===== src/rtl/rs_tx_framer.sv =====
// UART-style serial transmit framer: one byte per frame, start bit, 8 data bits
// LSB first, optional even parity, one stop bit; every bit lasts N1+1 clocks.
module rs_tx_framer #(
  parameter int N1        = 10417,
  parameter bit PARITY_EN = 1'b0
) (
  input  logic       clk,
  input  logic       rst,
  input  logic [7:0] tx_data,
  input  logic       tx_valid,
  output logic       tx_ready,
  output logic       txd,
  output logic       tx_busy,
  output logic       tx_done
);

  localparam logic [13:0] N1_TERM = N1[13:0];

  typedef enum logic [2:0] {
    IDLE   = 3'd0,
    START  = 3'd1,
    DATA   = 3'd2,
    PARITY = 3'd3,
    STOP   = 3'd4
  } state_t;

  state_t      state_r;
  logic [13:0] cnt_r;
  logic [2:0]  idx_r;
  logic [7:0]  shift_r;
  logic        par_r;
  logic        ready_r;
  logic        txd_r;
  logic        busy_r;
  logic        done_r;

  function automatic logic even_parity(input logic [7:0] d);
    return ^d;
  endfunction

  assign tx_ready = ready_r;
  assign txd      = txd_r;
  assign tx_busy  = busy_r;
  assign tx_done  = done_r;

  // Frame sequencer; txd is driven one state ahead so the line changes on the bit boundary.
  always_ff @(posedge clk) begin
    if (rst) begin
      state_r <= IDLE;
      cnt_r   <= 14'd0;
      idx_r   <= 3'd0;
      shift_r <= 8'd0;
      par_r   <= 1'b0;
      ready_r <= 1'b1;
      txd_r   <= 1'b1;
      busy_r  <= 1'b0;
      done_r  <= 1'b0;
    end else begin
      done_r <= 1'b0;
      case (state_r)
        IDLE: begin
          cnt_r <= 14'd0;
          idx_r <= 3'd0;
          if (tx_valid && ready_r) begin
            shift_r <= tx_data;
            par_r   <= even_parity(tx_data);
            state_r <= START;
            ready_r <= 1'b0;
            busy_r  <= 1'b1;
            txd_r   <= 1'b0;
          end else begin
            ready_r <= 1'b1;
            busy_r  <= 1'b0;
            txd_r   <= 1'b1;
          end
        end
        START: begin
          if (cnt_r == N1_TERM) begin
            cnt_r   <= 14'd0;
            idx_r   <= 3'd0;
            state_r <= DATA;
            txd_r   <= shift_r[0];
          end else begin
            cnt_r <= cnt_r + 14'd1;
          end
        end
        DATA: begin
          if (cnt_r == N1_TERM) begin
            cnt_r   <= 14'd0;
            shift_r <= shift_r >> 1;
            if (idx_r == 3'd7) begin
              idx_r <= 3'd0;
              if (PARITY_EN) begin
                state_r <= PARITY;
                txd_r   <= par_r;
              end else begin
                state_r <= STOP;
                txd_r   <= 1'b1;
              end
            end else begin
              idx_r <= idx_r + 3'd1;
              txd_r <= shift_r[1];
            end
          end else begin
            cnt_r <= cnt_r + 14'd1;
          end
        end
        PARITY: begin
          if (cnt_r == N1_TERM) begin
            cnt_r   <= 14'd0;
            state_r <= STOP;
            txd_r   <= 1'b1;
          end else begin
            cnt_r <= cnt_r + 14'd1;
          end
        end
        STOP: begin
          if (cnt_r == N1_TERM) begin
            cnt_r   <= 14'd0;
            state_r <= IDLE;
            ready_r <= 1'b1;
            busy_r  <= 1'b0;
            done_r  <= 1'b1;
            txd_r   <= 1'b1;
          end else begin
            cnt_r <= cnt_r + 14'd1;
          end
        end
        default: begin
          state_r <= IDLE;
          cnt_r   <= 14'd0;
          idx_r   <= 3'd0;
          ready_r <= 1'b1;
          busy_r  <= 1'b0;
          txd_r   <= 1'b1;
        end
      endcase
    end
  end

endmodule


===== config.mk =====
export PLATFORM = sky130hd
export DESIGN_NAME = rs_tx_framer
export DESIGN_NICKNAME = d
export VERILOG_FILES = /design/src/rtl/rs_tx_framer.sv
export SDC_FILE = /design/constraint.sdc
export NUM_CORES = 1
export LEC_CHECK = 0
export CORE_ASPECT_RATIO = 1.1
export CORE_MARGIN = 2
export CORE_UTILIZATION = 45
export CTS_BUF_LIST = sky130_fd_sc_hd__clkbuf_8
export DETAILED_ROUTE_END_ITERATION = 8
export PLACE_DENSITY = 0.65
export SETUP_SLACK_MARGIN = 0.5
export SYNTH_ARGS = -nofsm -noshare
export SYNTH_HDL_FRONTEND = slang
export SYNTH_SLANG_ARGS = --single-unit

===== constraint.sdc =====
create_clock -name clk -period 1.95 [get_ports clk]
set_input_delay 0.39 -clock clk [delete_from_list [all_inputs] [get_ports clk]]
set_output_delay 0.39 -clock clk [all_outputs]
set_load 0.02 [all_outputs]

==> Word level (Yosys, flattened, before mapping) <==
Index checks and enable logic that the tools add are counted.
W data, S select, Z words.
{ "classes": {"n_eq_ne": 13, "mux": 24, "n_bitwise": 4, "addsub": 2, "reduce_logical": 13} }
{ "ops": {"columns": ["operator", "n"], "rows": [
  ["$mux W3", 8],
  ["$mux W8", 2],
  ["$pmux W8 S2", 1],
  ["$pmux W3 S5", 1],
  ["$add A14 B1 Y14 const B", 1],
  ["$eq A14 B14 Y1 const B", 1],
  ["$ne A2 B2 Y1 const B", 6],
  ["$pmux W3 S3", 1],
  ["$reduce_and A3 Y1", 3],
  ["$mux W1", 8],
  ["$eq A3 B2 Y1 const B", 2],
  ["$eq A3 B3 Y1 const B", 2],
  ["$pmux W1 S3", 2],
  ["$reduce_and A6 Y1", 1],
  ["$reduce_or A3 Y1", 2],
  ["$not A1 Y1", 4],
  ["$pmux W1 S4", 1],
  ["$reduce_or A2 Y1", 2],
  ["$reduce_or A4 Y1", 1],
  ["$add A3 B1 Y3 const B", 1],
  ["$eq A3 B1 Y1 const B", 1],
  ["$logic_not A3 Y1", 1],
  ["$ne A2 B1 Y1 const B", 1],
  ["$reduce_and A2 Y1", 1],
  ["other kinds (2)", 2]
]} }
{ "totals": {"regBits": 32, "input_bits": 11, "output_inout_bits": 4, "word_cells": 64} }

==> Longest topological paths before layout <==
{ "logic_depth": {"word_depth": 4, "ltp_mapped": 8, "mapped_depth_nobuf": 6} }

==> Least setup slack after synthesis <==
OpenSTA, ideal clock, no wires.
{ "synth_timing": {"path_type": "reg-to-reg", "startpoint": "register cnt_r[1]", "endpoint": "register txd_r (netlist: txd)", "path_slack_ns": 0.300, "n_path_buf": 1, "setup_ns": 0.114, "t_required_ns": 1.836, "t_arrival_ns": 1.537, "stages_incl_launch_ff": 8, "period_less_slack_ns": 1.650, "path_cell_list": "dfxtp_1 inv_1 ha_1 and4b_1 and4_1 buf_2 a211o_1 a21o_1"} }
{ "synth_via": {"elab_chain_len": 3, "elab_cells_between_ends": 5, "classes_between": "4 x eq/ne; 1 x reduce/logical"} }
{ "synth_rtl": {"columns": ["element", "line", "text"], "rows": [
  ["start: declaration", "28", "logic [13:0] cnt_r;"],
  ["start signal: assignment", "84", "cnt_r <= cnt_r + 14'd1;"],
  ["start signal: assignment", "105", "cnt_r <= cnt_r + 14'd1;"],
  ["start signal: assignment", "114", "cnt_r <= cnt_r + 14'd1;"],
  ["$eq A14 B14 Y1 (*)", null, null],
  ["$ne A2 B1 Y1 (no source line) or $ne A2 B2 Y1 (tied branches)", null, null],
  ["$reduce_and A3 Y1 (no source line) (*)", null, null],
  ["end signal: assignment", "82", "txd_r <= shift_r[0];"],
  ["end signal: assignment", "95", "txd_r <= par_r;"],
  ["end signal: assignment", "102", "txd_r <= shift_r[1];"],
  ["end: declaration", "33", "logic txd_r;"]
]} }
Mark *: on every way between the ends. The rest lies on a longest branch, timed or not.
A chain may end at the register's enable or synchronous reset.

==> Worst setup path in the final report <==
{ "layout_timing": {"startpoint": "register cnt_r[1]", "endpoint": "register state_r[2]"} }
{ "layout_via": {"elab_chain_len": 3, "elab_cells_between_ends": 6, "classes_between": "5 x eq/ne; 1 x reduce/logical"} }
{ "layout_rtl": {"columns": ["element", "line", "text"], "rows": [
  ["$eq A14 B14 Y1 (*)", null, null],
  ["$ne A2 B2 Y1 (no source line)", null, null],
  ["$reduce_and A6 Y1 (no source line) (*)", null, null],
  ["end signal: assignment", "81", "state_r <= DATA;"],
  ["end signal: assignment", "111", "state_r <= STOP;"],
  ["end signal: assignment", "120", "state_r <= IDLE;"],
  ["end: declaration", "27", "state_t state_r;"]
]} }
Marked as above.

==> run_results.csv <==
group,metric,value,unit
worst_setup_path,crit_end,"state_r[2]",
timing,final_hold_viol_count,0,
synth,netlist_area,1590,sq um
worst_setup_path,worst_r2r_endpoint,"state_r[2]",
job,drv_cap,0,
detailed_routing,via_per_inst,5.74,
floorplan,die_h,66.4,microns
detailed_routing,ant_nets,0,
timing,final.setup.tns,0,ns
clocking,cts_sinks,32,
synth,synth_compound_area_share,12.0,%
clocking,clk_path_buf_depth,2,
layout,final_cell_area,2170,sq um
synth,yosysSeqAreaShare,40.3,%
pwr,ir_drop,0.572,mV
synth,synth_mux_area_share,2.52,%
synth,synth_edf_count,0,
pwr,powerDensity,649,nW/um^2
floorplan,start_util,47.4,%
placement,post_dp_cell_area,1790,sq um
synth,ys.flop_type,"dfxtp_1",
worst_setup_path,cp-start-kind,"register",
worst_setup_path,cp-startpoint,"cnt_r[1]",
layout,regArea,661,sq um
layout,nets,224,
worst_setup_path,r2r_start,"cnt_r[1]",
synth,synth_top_family_by_area,"simple AND/OR/NAND/NOR gates",
grt,grt_pass1_vias,1387,
grt,grt_use_total,20.7,%
pwr,p_leak,0.742,nW
detailed_routing,drt_iter0_markers,54,
synth,synthArstFlopShare,0,%
synth,synth.area.top_cells,"dfxtp_1 40%, nand3_1 6.9%, a31oi_1 5.5%",
hold_path,hold_path.class,"register to register",
synth,synth_area_leader_cell,"dfxtp_1",
clocking,root_buffer,"clkbuf_8",
grt,grt_pass1_wl,6240,microns
synth,synth_top_area_share,40.3,%
synth,ys_warn_count,0,
clocking,cts_tree,"done",
clocking,cts_max_level,2,
synth,synth_cell_types,40,
synth,yosysMostFrequentCell,"dfxtp_1",
floorplan,io_pins,15,
worst_setup_path,cp.depth,6,
outcome,status,"completed",
synth,synth_nets,201,
timing,clock.fmax,0.644,GHz
placement,gp_congestion,0.855,
grt,grt_overflow,0,
layout,multi_input_area,1080,sq um
detailed_routing,route.detailed.drc,0,
clocking,clk_latency,0.28,ns
timing,setup-violations-final,0,
worst_setup_path,cp_max_fo,2,
layout,area_growth,36.2,%
placement,dp_hpwl,2470,microns
synth,synthAdderAreaFrac,3.15,%
grt,antenna_found_initial,0,
worst_setup_path,critPathMaxStageDelay,0.52,ns
timing,worst_pin_slew,0.282,ns
timing,rsz0062_at_grt,"yes",
detailed_routing,vias,1482,
floorplan,rows,22,
worst_setup_path,worstPathArrival,1.76,ns
timing,fin_skew,0.00363,ns
detailed_routing,drt_first_pass_iters,4,
timing,finalMaxSlewViolations,0,
worst_setup_path,cp_cell_sequence,"inv_2, ha_4, and4b_1, nand4_1, or4b_1, a21oi_2",
floorplan,die_x,60.7,microns
synth,synthCells,186,
worst_setup_path,reg2regPathDepth,6,
synth,synthTopCellsByCount,"32 x dfxtp_1, 22 x nand3_1, 20 x nor2_1",
clocking,clk_pin_slew,0.06,ns
worst_setup_path,cp.required,2.16,ns
worst_setup_path,reg2reg_slack,0.40,ns
layout,num_antenna_cells,0,
grt,grt_max_degree,17,
worst_setup_path,path_class,"register to register",
placement,port_buffers,14,
worst_setup_path,worst-path-buf-inv,1,
detailed_routing,routedWlPerCell,14.9,microns
synth,ys_ff_latch,32,
timing,period_share,79.7,%
detailed_routing,routed_wl,3850,microns
synth,synth_area_per_cell,8.55,sq um
floorplan,core_area,3360,sq um
synth,synth_xor_area_share,6.61,%
worst_setup_path,slowest_stage,"or4b_1",
floorplan,dieArea,4030,sq um
clocking,numCtsBuffers,5,
timing,relSlewSlack,81.0,%
layout,drive_above_1_share,33.3,%
worst_setup_path,crit_family,"simple AND/OR/NAND/NOR gates",
layout,final_util,64.5,%
timing,min_period,1.55,ns
worst_setup_path,endpoint_kind,"register",
layout,fill_cells,297,
synth,synth_simple_gate_area_share,30.1,%
power breakdown:
group / total (mW) / switching [mW] / internal, mW / leakage (nW)
Combinational: 0.188 / 0.0915 / 0.0968 / 0.422
Clock: 0.506 / 0.229 / 0.277 / 0.0538
Sequential: 0.711 / 0.0302 / 0.681 / 0.265
kinds of logic (layout without fill, tap and decap cells):
logic type / count (synthesis) / count (layout)
adder cells (fa/ha/maj): 4 / 4
multiplexers: 4 / 4
flip-flops: 32 / 32
buffers and inverters: 18 / 41
XOR/XNOR: 12 / 12
AO/OA/AOI/OAI: 29 / 29
AND/OR/NAND/NOR: 87 / 88
flip-flops by register name, summed over array words and instances (netlist names):
| register | cells |
|---|---|
| state_r | 3 |
| cnt_r | 14 |
| txd | 1 |
| idx_r | 3 |
| tx_busy | 1 |
| tx_done | 1 |
| shift_r | 8 |
| tx_ready | 1 |
stage by stage:
step	power [mW]	worst slack, ns	instances	hold slack [ns]
2_1_floorplan	0.842	0.424	186	0.432
3_3_place_gp	0.881	0.129	243	0.447
3_5_place_dp	0.887	0.0698	243	0.465
4_1_cts	1.41	0.416	256	0.484
5_1_grt	1.47	0.342	258	0.496
6_report	1.41	0.396	258	0.481
tightest hold or removal path: stages, from the launching register on:
cell and delay [ns]:
dfxtp_2 0.33, nand2_1 0.05, mux2i_1 0.05
cells in the final DEF (no fill, tap or decap), drive strengths merged, types with 5 or more instances in the layout:
| master | n |
|---|---|
| xnor2 | 8 |
| a21oi | 5 |
| nand2 | 9 |
| buf | 14 |
| dfxtp | 32 |
| clkbuf | 6 |
| nor3b | 9 |
| clkdlybuf4s50 | 10 |
| nor2 | 20 |
| a31oi | 14 |
| nand3 | 22 |
| inv | 7 |
| nand4 | 5 |
layer usage:
metal | share of wire (%) | GRT usage, % | up-vias
li1 | - | - | 725
met5 | 0 | 0 | -
met3 | 3.2 | 5.68 | 9
met1 | 46 | 25.6 | 715
met2 | 48 | 34.1 | 33
met4 | 2.0 | 7.07 | 0
layout make-up:
type,count,area share [%]
tap,48,2.77
inverter,5,0.867
multi-input combinational,137,49.9
clock buffer,6,3.81
clock inverter,2,0.347
timing repair buffer,28,11.8
sequential,32,30.5
repair_timing:
action                                  in CTS  in global routing
resized for setup                           39                 25
endpoints found under the setup margin      34                 29
pin swaps                                   22                  5
gates cloned                                 1                  1
buffers inserted                             4                  1
hold buffers                                 0                  0
worst min path at each step:
stage / slack [ns] / cells after the start / endpoint / startpoint
after floorplan: 0.43 / 1 / cnt_r[0] / cnt_r[0]
after global placement: 0.45 / 2 / idx_r[1] / idx_r[1]
after detailed placement: 0.46 / 2 / idx_r[1] / idx_r[1]
after CTS: 0.48 / 2 / idx_r[1] / idx_r[1]
after global routing: 0.50 / 2 / idx_r[1] / idx_r[1]
final: 0.48 / 2 / idx_r[1] / idx_r[1]
Note: power is estimated with default switching activity, not from simulation.
